`config.mk`:
```
export PLATFORM = sky130hd
export DESIGN_NAME = timer_cntr_gen_flat
export DESIGN_NICKNAME = d
export VERILOG_FILES = /design/src/rtl/timer_cntr_gen_if.sv /design/src/rtl/timer_cntr_gen.sv /design/src/flat_wrapper.sv
export SDC_FILE = /design/constraint.sdc
export NUM_CORES = 1
export LEC_CHECK = 0
export ABC_AREA = 1
export CORE_MARGIN = 5
export CORE_UTILIZATION = 25
export CTS_CLUSTER_DIAMETER = 200
export DETAILED_ROUTE_END_ITERATION = 6
export PLACE_DENSITY_LB_ADDON = 0.15
export SYNTH_ARGS = -nofsm -noshare
export SYNTH_HDL_FRONTEND = slang
export SYNTH_SLANG_ARGS = --single-unit
```
`constraint.sdc`:
```
create_clock -name CPUClock -period 7 [get_ports CPUClock]
set_input_delay 1.4 -clock CPUClock [delete_from_list [all_inputs] [get_ports CPUClock]]
set_output_delay 1.4 -clock CPUClock [all_outputs]
set_load 0.02 [all_outputs]
```
`src/rtl/timer_cntr_gen_if.sv`:
```
// SFR direct-address bus between the 8051 core (master) and a peripheral (slave).
//   DIR_RD_ADDRS : read address, RD_DATA returns combinationally
//   DIR_WR_ADDRS : write address
//   WR_DATA      : write data
//   WR_EN        : write enable
//   DIRECT_WR    : direct-address qualifier; a write needs WR_EN & DIRECT_WR
//   RD_DATA      : read data from the slave
interface timer_cntr_gen_if;
  logic [7:0] DIR_RD_ADDRS;
  logic [7:0] DIR_WR_ADDRS;
  logic [7:0] WR_DATA;
  logic       WR_EN;
  logic       DIRECT_WR;
  logic [7:0] RD_DATA;

  modport master (
    output DIR_RD_ADDRS,
    output DIR_WR_ADDRS,
    output WR_DATA,
    output WR_EN,
    output DIRECT_WR,
    input  RD_DATA
  );

  modport slave (
    input  DIR_RD_ADDRS,
    input  DIR_WR_ADDRS,
    input  WR_DATA,
    input  WR_EN,
    input  DIRECT_WR,
    output RD_DATA
  );
endinterface

```
`src/rtl/timer_cntr_gen.sv`:
```
// Multi-channel timer/counter in the 8051 SFR space.
// N_CH channels of WIDTH bits; modes free-run, auto-reload, capture, one-shot.
// Ports:
//   CPUClock, RESET : clock, asynchronous active-high reset
//   sfr_bus         : SFR read/write bus (slave); channel c at BASE_ADDR+8c+0..4
//   CNT_IN          : external count pins (rising edge counts when SRC=1)
//   GATE_IN         : gate pins (enable counting when GATE=1)
//   CAP_IN          : capture pins (falling edge, capture mode only)
//   IACK            : interrupt acknowledge, clears OVF/CAPF
//   INT_REQ         : OVF | CAPF per channel
//   OVF_PULSE       : one-cycle pulse per overflow
//   TICK            : shared prescaler pulse, period PRESCALE
module timer_cntr_gen #(
  parameter int unsigned N_CH      = 2,
  parameter int unsigned WIDTH     = 16,
  parameter int unsigned PRESCALE  = 12,
  parameter logic [7:0]  BASE_ADDR = 8'hC0
) (
  input  logic             CPUClock,
  input  logic             RESET,
  timer_cntr_gen_if.slave  sfr_bus,
  input  logic [N_CH-1:0]  CNT_IN,
  input  logic [N_CH-1:0]  GATE_IN,
  input  logic [N_CH-1:0]  CAP_IN,
  input  logic [N_CH-1:0]  IACK,
  output logic [N_CH-1:0]  INT_REQ,
  output logic [N_CH-1:0]  OVF_PULSE,
  output logic             TICK
);

  localparam logic [1:0] ModeFree    = 2'b00;
  localparam logic [1:0] ModeReload  = 2'b01;
  localparam logic [1:0] ModeCapture = 2'b10;
  localparam logic [1:0] ModeOneShot = 2'b11;

  logic       wr_en;
  logic [7:0] presc_q, presc_d;
  logic       tick_q, tick_d;
  logic [7:0] rd_ch [N_CH];
  logic [7:0] rd_data;

  assign wr_en = sfr_bus.WR_EN & sfr_bus.DIRECT_WR;

  // Shared prescaler: TICK is registered, high in the cycle after the count wraps.
  always_comb begin
    tick_d  = 1'b0;
    presc_d = presc_q + 8'd1;
    if (presc_q == 8'(PRESCALE - 1)) begin
      presc_d = 8'd0;
      tick_d  = 1'b1;
    end
  end

  always_ff @(posedge CPUClock or posedge RESET) begin
    if (RESET) begin
      presc_q <= 8'd0;
      tick_q  <= 1'b0;
    end else begin
      presc_q <= presc_d;
      tick_q  <= tick_d;
    end
  end

  assign TICK = tick_q;

  for (genvar c = 0; c < N_CH; c++) begin : g_ch
    localparam logic [7:0] ChBase = BASE_ADDR + 8'(8 * c);

    logic             run_q, run_d, src_q, src_d, gate_q, gate_d;
    logic             ovf_q, ovf_d, capf_q, capf_d;
    logic [1:0]       mode_q, mode_d;
    logic [WIDTH-1:0] cnt_q, cnt_d, rcap_q, rcap_d;
    logic             ovf_pulse_q, ovf_pulse_d;
    // Bit 0 newest; bits 1/2 feed the edge detector after two sampling stages.
    logic [2:0]       cnt_sync_q, cnt_sync_d, cap_sync_q, cap_sync_d;

    logic [7:0]  wr_off, rd_off;
    logic        wr_ctrl, wr_cntl, wr_cnth, wr_rcapl, wr_rcaph;
    logic        cnt_rise, cap_fall, count_ev, wrap, cap_ev;
    logic [15:0] cnt_wide, rcap_wide;
    logic [7:0]  rd_val;

    assign wr_off   = sfr_bus.DIR_WR_ADDRS - ChBase;
    assign rd_off   = sfr_bus.DIR_RD_ADDRS - ChBase;
    assign wr_ctrl  = wr_en & (wr_off == 8'd0);
    assign wr_cntl  = wr_en & (wr_off == 8'd1);
    assign wr_cnth  = wr_en & (wr_off == 8'd2);
    assign wr_rcapl = wr_en & (wr_off == 8'd3);
    assign wr_rcaph = wr_en & (wr_off == 8'd4);

    assign cnt_rise = cnt_sync_q[1] & ~cnt_sync_q[2];
    assign cap_fall = ~cap_sync_q[1] & cap_sync_q[2];

    // A CPU write to the counter owns the cycle: no count, hence no overflow.
    assign count_ev = run_q & (src_q ? cnt_rise : tick_q) & (~gate_q | GATE_IN[c])
                    & ~(wr_cntl | wr_cnth);
    assign wrap     = count_ev & (&cnt_q);
    assign cap_ev   = (mode_q == ModeCapture) & cap_fall;

    always_comb begin
      cnt_sync_d  = {cnt_sync_q[1:0], CNT_IN[c]};
      cap_sync_d  = {cap_sync_q[1:0], CAP_IN[c]};
      ovf_pulse_d = wrap;

      cnt_wide = 16'(cnt_q);
      if (wr_cntl) begin
        cnt_wide[7:0] = sfr_bus.WR_DATA;
      end else if (wr_cnth) begin
        cnt_wide[15:8] = sfr_bus.WR_DATA;
      end else if (count_ev) begin
        if (!wrap) begin
          cnt_wide = 16'(cnt_q) + 16'd1;
        end else if (mode_q == ModeReload || mode_q == ModeOneShot) begin
          cnt_wide = 16'(rcap_q);
        end else begin
          cnt_wide = 16'd0;
        end
      end
      cnt_d = cnt_wide[WIDTH-1:0];

      rcap_wide = 16'(rcap_q);
      if (wr_rcapl) rcap_wide[7:0]  = sfr_bus.WR_DATA;
      if (wr_rcaph) rcap_wide[15:8] = sfr_bus.WR_DATA;
      // Capture takes the pre-event count and beats a concurrent RCAP write.
      if (cap_ev) rcap_wide = 16'(cnt_q);
      rcap_d = rcap_wide[WIDTH-1:0];

      run_d  = run_q;
      mode_d = mode_q;
      src_d  = src_q;
      gate_d = gate_q;
      ovf_d  = ovf_q;
      capf_d = capf_q;
      if (wr_ctrl) begin
        run_d  = sfr_bus.WR_DATA[0];
        mode_d = sfr_bus.WR_DATA[2:1];
        src_d  = sfr_bus.WR_DATA[3];
        gate_d = sfr_bus.WR_DATA[4];
        ovf_d  = sfr_bus.WR_DATA[6];
        capf_d = sfr_bus.WR_DATA[7];
      end
      if (IACK[c]) begin
        ovf_d  = 1'b0;
        capf_d = 1'b0;
      end
      // Hardware events are applied last so they win over CPU writes and IACK.
      if (wrap) begin
        ovf_d = 1'b1;
        if (mode_q == ModeOneShot) run_d = 1'b0;
      end
      if (cap_ev) capf_d = 1'b1;
    end

    always_ff @(posedge CPUClock or posedge RESET) begin
      if (RESET) begin
        run_q       <= 1'b0;
        mode_q      <= ModeFree;
        src_q       <= 1'b0;
        gate_q      <= 1'b0;
        ovf_q       <= 1'b0;
        capf_q      <= 1'b0;
        cnt_q       <= '0;
        rcap_q      <= '0;
        ovf_pulse_q <= 1'b0;
        cnt_sync_q  <= 3'b000;
        cap_sync_q  <= 3'b000;
      end else begin
        run_q       <= run_d;
        mode_q      <= mode_d;
        src_q       <= src_d;
        gate_q      <= gate_d;
        ovf_q       <= ovf_d;
        capf_q      <= capf_d;
        cnt_q       <= cnt_d;
        rcap_q      <= rcap_d;
        ovf_pulse_q <= ovf_pulse_d;
        cnt_sync_q  <= cnt_sync_d;
        cap_sync_q  <= cap_sync_d;
      end
    end

    always_comb begin
      rd_val = 8'h00;
      case (rd_off)
        8'd0:    rd_val = {capf_q, ovf_q, 1'b0, gate_q, src_q, mode_q, run_q};
        8'd1:    rd_val = 16'(cnt_q) >> 0;
        8'd2:    rd_val = 8'(16'(cnt_q) >> 8);
        8'd3:    rd_val = 16'(rcap_q) >> 0;
        8'd4:    rd_val = 8'(16'(rcap_q) >> 8);
        default: rd_val = 8'h00;
      endcase
    end

    assign rd_ch[c]     = rd_val;
    assign INT_REQ[c]   = ovf_q | capf_q;
    assign OVF_PULSE[c] = ovf_pulse_q;
  end

  always_comb begin
    rd_data = 8'h00;
    for (int i = 0; i < N_CH; i++) rd_data = rd_data | rd_ch[i];
  end

  assign sfr_bus.RD_DATA = rd_data;

endmodule
```
`src/flat_wrapper.sv`:
```
// flat-port wrapper written by rule: the top's interface ports become plain ports
module timer_cntr_gen_flat 
#(
  parameter int unsigned N_CH      = 2,
  parameter int unsigned WIDTH     = 16,
  parameter int unsigned PRESCALE  = 12,
  parameter logic [7:0]  BASE_ADDR = 8'hC0
)
  (CPUClock, RESET, CNT_IN, GATE_IN, CAP_IN, IACK, INT_REQ, OVF_PULSE, TICK, sfr_bus_DIR_RD_ADDRS, sfr_bus_DIR_WR_ADDRS, sfr_bus_WR_DATA, sfr_bus_WR_EN, sfr_bus_DIRECT_WR, sfr_bus_RD_DATA);
  timer_cntr_gen_if sfr_bus_i ();
  input  logic CPUClock;
  input  logic RESET;
  input  logic [N_CH-1:0] CNT_IN;
  input  logic [N_CH-1:0] GATE_IN;
  input  logic [N_CH-1:0] CAP_IN;
  input  logic [N_CH-1:0] IACK;
  output logic [N_CH-1:0] INT_REQ;
  output logic [N_CH-1:0] OVF_PULSE;
  output logic TICK;
  input wire logic [$bits(sfr_bus_i.DIR_RD_ADDRS)-1:0] sfr_bus_DIR_RD_ADDRS;
  input wire logic [$bits(sfr_bus_i.DIR_WR_ADDRS)-1:0] sfr_bus_DIR_WR_ADDRS;
  input wire logic [$bits(sfr_bus_i.WR_DATA)-1:0] sfr_bus_WR_DATA;
  input wire logic [$bits(sfr_bus_i.WR_EN)-1:0] sfr_bus_WR_EN;
  input wire logic [$bits(sfr_bus_i.DIRECT_WR)-1:0] sfr_bus_DIRECT_WR;
  output wire logic [$bits(sfr_bus_i.RD_DATA)-1:0] sfr_bus_RD_DATA;
  assign sfr_bus_i.DIR_RD_ADDRS = sfr_bus_DIR_RD_ADDRS;
  assign sfr_bus_i.DIR_WR_ADDRS = sfr_bus_DIR_WR_ADDRS;
  assign sfr_bus_i.WR_DATA = sfr_bus_WR_DATA;
  assign sfr_bus_i.WR_EN = sfr_bus_WR_EN;
  assign sfr_bus_i.DIRECT_WR = sfr_bus_DIRECT_WR;
  assign sfr_bus_RD_DATA = sfr_bus_i.RD_DATA;
  timer_cntr_gen #(.N_CH(N_CH), .WIDTH(WIDTH), .PRESCALE(PRESCALE), .BASE_ADDR(BASE_ADDR)) u_core (.CPUClock(CPUClock), .RESET(RESET), .sfr_bus(sfr_bus_i), .CNT_IN(CNT_IN), .GATE_IN(GATE_IN), .CAP_IN(CAP_IN), .IACK(IACK), .INT_REQ(INT_REQ), .OVF_PULSE(OVF_PULSE), .TICK(TICK));
endmodule
```
==> results.toml, run 1 <==
[run_status]
status = "completed"

[setup_path]
cp-start-kind = "primary input"
path_max_fanout = 8
critPathRequiredTime_ns = 5.60
ff2ff_setup_slack_ns = 4.34
crit_chain = "clkdlybuf4s50_1 -> inv_1 -> ha_1 -> nand2_1 -> nor3_1 -> nand2_1 -> nor3_2 -> nand2_1 -> nand2_1 -> a21oi_1 -> nand3_1 -> clkdlybuf4s50_1"
arrival_ns = 4.32
cp.depth = 12
cp_top_family = "simple AND/OR/NAND/NOR gates"
worst_r2r_startpoint = "u_core.g_ch[1].cnt_q[0]"
r2r-end = "u_core.g_ch[1].cnt_q[1]"
critPathMaxStageDelay_ns = 0.64
ff2ff_path_depth = 9
cp-end-kind = "output port"
worst_path_most_repeated_cell = "nand2_1"
worstSetupPathType = "in -> out"
crit_buf_inv = 3
cp_slowest_cell = "clkdlybuf4s50_1"

[grt]
grt_max_degree = 65
antenna_found_initial = 0
grt_overflow_total = 0
grt_usage_pct = 16.9
grt_first_pass_wirelength_um = 37600
grt_pass1_vias = 6012

[sta]
tightest_slew_ns = 0.992
setup_viol_count_final = 0
maxSlewHeadroom_pct = 33.6
fmax_ghz = 0.175
grt_setup_unrepaired = "false"
slew_violations = 0
clock_skew_ns = 0.00665
min_period_ns = 5.72
hold_violations = 0
finalCritPeriodShare_pct = 81.8
fin_setup_tns_ns = 0

[synth]
ys_seq_area_share_pct = 39.4
ys_types = 49
synthCells = 843
syn-cell-area_um2 = 6420
ys_ff_latch = 101
avgSynthCellArea_um2 = 7.62
yosysWarnings = 0
synth_fp_nets = 884

[finish]
finalCoreUtilization_pct = 29.6
diodes = 0
nets = 922
fin_cells = 1216
drive_gt1_share_pct = 8.58
postLayoutCellArea_um2 = 7480
fillers = 2752
syn2layout_area_growth_pct = 16.6

[job]
max_cap_violations = 0

[min_path]
holdPathStages = 0
hp-start = "u_core.g_ch[0].cnt_sync_q[0]"
holdCritPathClass = "reg -> reg"
whs_endpoint = "u_core.g_ch[0].cnt_sync_q[1]"

[route]
ant_nets = 0
vias = 6130
wirelength_um = 24200
viasPerCell = 5.04
drtIter0Drc = 571
first_pass_iters = 5
wl_per_cell_um = 19.9
post-route-drc-count = 0

[power_and_ir_drop]
seqPwrFrac_pct = 49.1
p_leak_nw = 3.54
p_sw_mw = 0.621
p_per_area_nw_per_um2 = 227
intPower_mw = 1.08
p_sw_share_pct = 36.6
p_clk_share_pct = 29.1
power_frac_comb_pct = 21.8
power_mw = 1.70
peakVddDrop_uv = 91.2

[floorplanning]
rows = 58
pin_count = 49
die_h_um = 170
dieArea_um2 = 29000
start_util_pct = 25.4
die_w_um = 170
core-area_um2 = 25300

[placed_design]
placed_cells = 1200
post_dp_cell_area_um2 = 7210
numPortBuffers = 48
finalWeightedCongestion = 0.889
post-dp-hpwl_um = 17900

[clock_tree]
clockRootBuffer = "clkbuf_16"
postCtsHoldBufs = 0
h-tree-depth = 3
cts_tree = "yes"
path_clk_slew_ns = 0.07
post_cts_buffers = 0
cts_resized = 0
clk_latency_ns = 0.35
cts_sinks = 101
cts-buffers-inserted = 9
clockBufferDepth = 2
area by class of cell:
class | instances | area, µm² | area share (%)
Multi-Input combinational cell | 597 | 3300 | 44.1
Sequential cell | 101 | 2530 | 33.8
Timing Repair Buffer | 50 | 495 | 6.62
Inverter | 122 | 467 | 6.24
Tap cell | 330 | 413 | 5.52
Clock buffer | 12 | 246 | 3.29
Clock inverter | 4 | 31.3 | 0.418
routing by layer:
| layer | vias to the layer above | part of all wire, % | global-route usage (%) |
|---|---|---|---|
| met5 | - | 0 | 0 |
| met4 | 0 | 2.6 | 5.59 |
| met3 | 33 | 6.0 | 2.18 |
| met2 | 213 | 43 | 25.2 |
| met1 | 2966 | 48 | 25.2 |
| li1 | 2918 | - | - |
worst max-delay path by stage:
stage	start	end	slack (ns)
after floorplan	sfr_bus_DIR_RD_ADDRS[3]	sfr_bus_RD_DATA[4]	2.86
final	sfr_bus_DIR_RD_ADDRS[3]	sfr_bus_RD_DATA[6]	1.28
after CTS	sfr_bus_DIR_RD_ADDRS[3]	sfr_bus_RD_DATA[7]	1.20
after global routing	sfr_bus_DIR_RD_ADDRS[3]	sfr_bus_RD_DATA[6]	0.95
after global placement	sfr_bus_DIR_RD_ADDRS[3]	sfr_bus_RD_DATA[7]	1.28
after detailed placement	sfr_bus_DIR_RD_ADDRS[3]	sfr_bus_RD_DATA[7]	1.24
cell families after synthesis:
logic type | Yosys count | synth area share (%)
simple gates | 396 | 30.4
compound gates | 169 | 16.4
buf+inv | 145 | 9.18
flops | 101 | 39.4
xor+xnor | 26 | 3.55
fa+ha+maj | 5 | 0.974
mux | 1 | 0.156
flip-flops by register name (all words and copies together) (netlist names):
register and cells:
u_core.TICK 1, u_core.g_ch.cap_sync_q 6, u_core.g_ch.capf_q 2, u_core.g_ch.cnt_q 32
u_core.g_ch.cnt_sync_q 6, u_core.g_ch.gate_q 2, u_core.g_ch.mode_q 4, u_core.g_ch.ovf_pulse_q 2
u_core.g_ch.ovf_q 2, u_core.g_ch.rcap_q 32, u_core.g_ch.run_q 2, u_core.g_ch.src_q 2
u_core.presc_q 8
power by group through the flow:
stage,clock [mW],sequential [mW],combinational [mW]
3_3_place_gp,0,0.842,0.370
3_5_place_dp,0,0.838,0.369
4_1_cts,0.508,0.827,0.372
2_1_floorplan,0,0.760,0.288
6_report,0.494,0.833,0.370
5_1_grt,0.532,0.845,0.424
cells in the final DEF (no fill, tap or decap), types with 7 or more instances in the layout:
master and instances:
nand2_1 193, inv_1 106, dfrtp_1 101, nand3_1 64, nor2_1 63, a21oi_1 52
clkdlybuf4s50_1 48, o21ai_0 26, xor2_1 25, nand4_1 23, a22oi_1 20, o22ai_1 16
o221ai_1 15, o21ai_1 12, inv_2 10, clkbuf_16 9, nand2_2 8, nor2_2 7
a32oi_1 7
per-stage QoR:
| step | setup slack, ns | hold WS [ns] |
|---|---|---|
| finish | 1.28 | 0.352 |
| global route | 0.953 | 0.362 |
| CTS | 1.20 | 0.355 |
| detailed placement | 1.24 | 0.339 |
| global placement | 1.28 | 0.335 |
| floorplan | 2.86 | 0.331 |
synthesized netlist by cell type, drive strengths merged:
master | count | area, µm²
a21oi | 52 | 260
and3 | 3 | 18.8
and2 | 1 | 6.26
mux2i | 1 | 10.0
o21bai | 1 | 7.51
a211oi | 6 | 45.0
o21ai | 41 | 216
xor2 | 25 | 219
clkinv | 3 | 12.5
nand3 | 71 | 413
nand4 | 26 | 208
or2 | 2 | 12.5
nor4 | 1 | 6.26
a22oi | 20 | 150
nor3 | 13 | 118
o221ai | 15 | 131
o211ai | 5 | 37.5
o22ai | 16 | 100
dfrtp | 101 | 2530
inv | 119 | 452
xnor2 | 1 | 8.76
buf | 14 | 91.3
o31ai | 1 | 7.51
a32oi | 7 | 61.3
ha | 5 | 62.6
nand2 | 202 | 786
nor2 | 77 | 385
o2111ai | 1 | 8.76
a31oi | 4 | 25.0
clkbuf | 9 | 33.8
No activity file was read; power rests on OpenSTA's default activity.
==> inputs of run 2 (changes only) <==
==> constraint.sdc (replaced) <==
create_clock -name CPUClock -period 5.55 [get_ports CPUClock]
set_input_delay 1.11 -clock CPUClock [delete_from_list [all_inputs] [get_ports CPUClock]]
set_output_delay 1.11 -clock CPUClock [all_outputs]
set_load 0.02 [all_outputs]
==> results.toml, run 2 (synthesis gave the netlist of run 1 again) <==
[finish]
register_area_um2 = 2530
nets = 924
final_common_cell = "nand2_1"
syn2layout_area_growth_pct = 17.5
reg.largest.list = "u_core.g_ch.cnt_q x32, u_core.g_ch.rcap_q x32, u_core.presc_q x8"
drive_gt1_share_pct = 8.90
fillers = 2748
multiInputGateArea_um2 = 3300
diodes = 0
final_cell_mix = "nand2_1, inv_1, dfrtp_1"

[setup_path]
path_max_fanout = 8
critPathRequiredTime_ns = 4.44
cp-start-kind = "primary input"
cp-end-kind = "output port"
arrival_ns = 3.94
worstSetupPathType = "in -> out"

[route]
first_pass_iters = 5
dr_wl_met3_um = 1300
dr.max_layer_used = "met4"
viasPerCell = 4.98
wl_met1_um = 11700
drtIter0Drc = 529
wl_met2_um = 10600
wl_per_cell_um = 19.7
vias = 6061
post-route-drc-count = 0
ant_nets = 0
wirelength_um = 24100

[grt]
grt_usage_pct = 16.6
antenna_found_initial = 0
grt_overflow_total = 0
grt_max_degree = 73
grt_first_pass_wirelength_um = 36900
grt_pass1_vias = 6017

[sta]
slew_violations = 0
hold_violations = 0
fmax_ghz = 0.198
tightest_slew_ns = 1.11
setup_viol_count_final = 0
fin_setup_tns_ns = 0
grt_setup_unrepaired = "false"
maxSlewHeadroom_pct = 25.8
min_period_ns = 5.05
finalCritPeriodShare_pct = 90.9
clock_skew_ns = 0.0110

[clock_tree]
cts_sinks = 101
cts_resized = 0
path_clk_slew_ns = 0.07
clk_latency_ns = 0.36
postCtsHoldBufs = 0
clockRootBuffer = "clkbuf_16"
cts-buffers-inserted = 9
post_cts_buffers = 0
h-tree-depth = 3
clockBufferDepth = 2
cts_tree = "yes"

[job]
max_cap_violations = 0

[power_and_ir_drop]
p_leak_nw = 3.57
p_per_area_nw_per_um2 = 297
power_mw = 2.24
peakVddDrop_uv = 139

[floorplanning]
die_w_um = 170
rows = 58
pin_count = 49
die_h_um = 170
start_util_pct = 25.4
dieArea_um2 = 29000
core-area_um2 = 25300

[run_status]
status = "completed"

[min_path]
holdCritPathClass = "reg -> reg"

[placed_design]
post-dp-hpwl_um = 17900
finalWeightedCongestion = 0.891
numPortBuffers = 48
-- run 2: final cells by class --
class / instances / area share, %
tap: 330 / 5.47
multi-input combinational: 597 / 43.8
clock buffer: 11 / 3.22
clock inverter: 5 / 1.08
sequential: 101 / 33.5
timing repair buffer: 52 / 6.77
inverter: 122 / 6.18
-- run 2: final timing paths --
kind	startpoint	to	slack [ns]	depth (start not counted)
worst max-delay path	sfr_bus_DIR_RD_ADDRS[3]	sfr_bus_RD_DATA[6]	0.50	12
worst min-delay path	u_core.g_ch[0].cnt_sync_q[0]	u_core.g_ch[0].cnt_sync_q[1]	0.35	0
worst max register to register	u_core.g_ch[1].cnt_q[0]	u_core.g_ch[1].cnt_q[0]	2.83	9
worst min register to register	u_core.g_ch[0].cnt_sync_q[0]	u_core.g_ch[0].cnt_sync_q[1]	0.35	0
max in group asynchronous	RESET	u_core.g_ch[1].rcap_q[1]	3.20	3
min in group asynchronous	RESET	u_core.g_ch[1].cnt_q[11]	1.31	2
-- run 2: critical path, cell delays in order --
cell	delay, ns
clkdlybuf4s50_1	0.48
inv_1	0.08
ha_1	0.28
nand2_1	0.05
nor3_1	0.26
nand2_1	0.17
nor3_2	0.52
nand2_1	0.11
nand2_1	0.09
a21oi_1	0.04
nand3_1	0.13
clkdlybuf4s50_1	0.62
-- run 2: power by group --
group	switching [mW]	internal [mW]	leakage, nW	total (mW)
Sequential	0.198	0.855	1.21	1.05
Combinational	0.283	0.182	2.21	0.465
Clock	0.316	0.410	0.156	0.726
Total	0.796	1.45	3.57	2.24
-- run 2: per-stage QoR --
stage	setup slack, ns	instances	hold WS [ns]	utilization (%)	instance area [µm²]
floorplan	1.79	843	0.331	-	6420
global placement	0.473	1202	0.334	28.6	7220
detailed placement	0.485	1202	0.337	28.6	7220
CTS	0.470	1218	0.353	29.9	7550
global route	0.327	1218	0.359	29.9	7550
finish	0.503	1218	0.351	29.9	7550
-- run 2: layer usage --
metal	up-vias	GRT usage, %
met4	0	5.14
li1	2912	-
met5	-	0
met3	24	2.58
met2	173	25.6
met1	2952	24.1
==> inputs of run 3 (changes only) <==
==> constraint.sdc (replaced) <==
create_clock -name CPUClock -period 5.95 [get_ports CPUClock]
set_input_delay 1.19 -clock CPUClock [delete_from_list [all_inputs] [get_ports CPUClock]]
set_output_delay 1.19 -clock CPUClock [all_outputs]
set_load 0.02 [all_outputs]
==> results.toml, run 3 (synthesis gave the netlist of run 1 again) <==
[setup_path]
ff2ff_setup_slack_ns = 3.19
startpoint = "sfr_bus_DIR_RD_ADDRS[3]"
arrival_ns = 4.06
path_max_fanout = 8
cp-start-kind = "primary input"
worstSetupPathType = "in -> out"
ff2ff_path_depth = 9
r2r-end = "u_core.g_ch[1].cnt_q[1]"
worst_r2r_startpoint = "u_core.g_ch[1].cnt_q[0]"
critPathRequiredTime_ns = 4.76
worstSetupEndpoint = "sfr_bus_RD_DATA[7]"
cp-end-kind = "output port"

[clock_tree]
cts-buffers-inserted = 9
h-tree-depth = 3
clk_latency_ns = 0.37
post_cts_buffers = 0
clockBufferDepth = 2
cts_resized = 0
path_clk_slew_ns = 0.08
clockRootBuffer = "clkbuf_16"
cts_tree = "yes"
cts_sinks = 101
postCtsHoldBufs = 0

[floorplanning]
dieArea_um2 = 29000
rows = 58
die_w_um = 170
pin_count = 49
die_h_um = 170
core-area_um2 = 25300
start_util_pct = 25.4

[sta]
fin_ws_ns = 0.704
clock_skew_ns = 0.0120
finalCritPeriodShare_pct = 88.2
min_period_ns = 5.25
holdWs_ns = 0.353
fmax_ghz = 0.191
maxSlewHeadroom_pct = 31.8
grt_setup_unrepaired = "false"
fin_setup_tns_ns = 0
slew_violations = 0
setup_viol_count_final = 0
tightest_slew_ns = 1.02
hold_violations = 0

[placed_design]
finalWeightedCongestion = 0.869
post-dp-hpwl_um = 17900
dp_slack_ns = 0.724
placed_cells = 1201
numPortBuffers = 48

[power_and_ir_drop]
p_sw_share_pct = 37.0
power_mw = 1.99
p_sw_mw = 0.736
power_frac_comb_pct = 21.7
peakVddDrop_uv = 123
p_clk_share_pct = 29.2
intPower_mw = 1.25
p_per_area_nw_per_um2 = 266
seqPwrFrac_pct = 49.1
p_leak_nw = 3.53

[finish]
diodes = 0
drive_gt1_share_pct = 8.59
fillers = 2755
fin_cells = 1215
syn2layout_area_growth_pct = 16.4
nets = 923
final_cell_mix = "nand2_1, inv_1, dfrtp_1"
final_common_cell = "nand2_1"
reg.largest.list = "u_core.g_ch.cnt_q x32, u_core.g_ch.rcap_q x32, u_core.presc_q x8"

[route]
ant_nets = 0
wl_per_cell_um = 19.9
vias = 6110
wirelength_um = 24200
viasPerCell = 5.03
post-route-drc-count = 0
first_pass_iters = 5
drtIter0Drc = 505

[grt]
grt_usage_pct = 17.1
antenna_found_initial = 0
grt_overflow_total = 0
grt_first_pass_wirelength_um = 38000
grt_max_degree = 73
grt_pass1_vias = 6146

[min_path]
holdPathStages = 0
holdCritPathClass = "reg -> reg"

[run_status]
status = "completed"

[job]
max_cap_violations = 0
run 3: metal layers:
layer  GRT usage (%)  vias to the layer above  wire [µm]
met4            6.49                        0        752
met5               0                        -          0
li1                -                     2906          -
met1            25.5                     2950      11800
met2            24.6                      217      10300
met3            2.76                       37       1350
run 3: power groups by stage:
stage / clock network [mW] / logic, mW / registers (mW)
detailed placement: 0 / 0.433 / 0.985
global placement: 0 / 0.432 / 0.994
global route: 0.617 / 0.492 / 0.995
CTS: 0.593 / 0.434 / 0.974
floorplan: 0 / 0.339 / 0.895
finish: 0.580 / 0.430 / 0.976
run 3: worst min-delay path by stage:
stage                                             from                      endpoint  slack (ns)
after floorplan           u_core.g_ch[0].cap_sync_q[0]  u_core.g_ch[0].cap_sync_q[1]        0.33
after global placement    u_core.g_ch[0].cnt_sync_q[0]  u_core.g_ch[0].cnt_sync_q[1]        0.33
after detailed placement  u_core.g_ch[0].cnt_sync_q[0]  u_core.g_ch[0].cnt_sync_q[1]        0.34
after CTS                 u_core.g_ch[1].cnt_sync_q[0]  u_core.g_ch[1].cnt_sync_q[1]        0.36
after global routing      u_core.g_ch[0].cap_sync_q[0]  u_core.g_ch[0].cap_sync_q[1]        0.36
final                     u_core.g_ch[1].cnt_sync_q[0]  u_core.g_ch[1].cnt_sync_q[1]        0.35
run 3: layout make-up:
type	count	area (µm²)	area share (%)
tap	330	413	5.52
multi-input combinational	597	3300	44.2
clock buffer	10	229	3.06
timing repair buffer	51	503	6.73
inverter	122	467	6.24
clock inverter	4	33.8	0.452
sequential	101	2530	33.8
run 3: worst max-delay path, stage by stage:
cell,delay [ns]
clkdlybuf4s50_1,0.48
inv_1,0.07
ha_1,0.27
nand2_1,0.05
nor3_1,0.23
nand2_1,0.19
nor2_1,0.50
nand2_1,0.10
nand2_1,0.10
a21oi_1,0.04
nand3_1,0.20
clkdlybuf4s50_1,0.65
run 3: metrics by stage:
stage	area [µm²]	util (%)
final	7480	29.6
after global routing	7480	29.6
after CTS	7480	29.6
after detailed placement	7210	28.6
after global placement	7210	28.6
after floorplan	6420	-
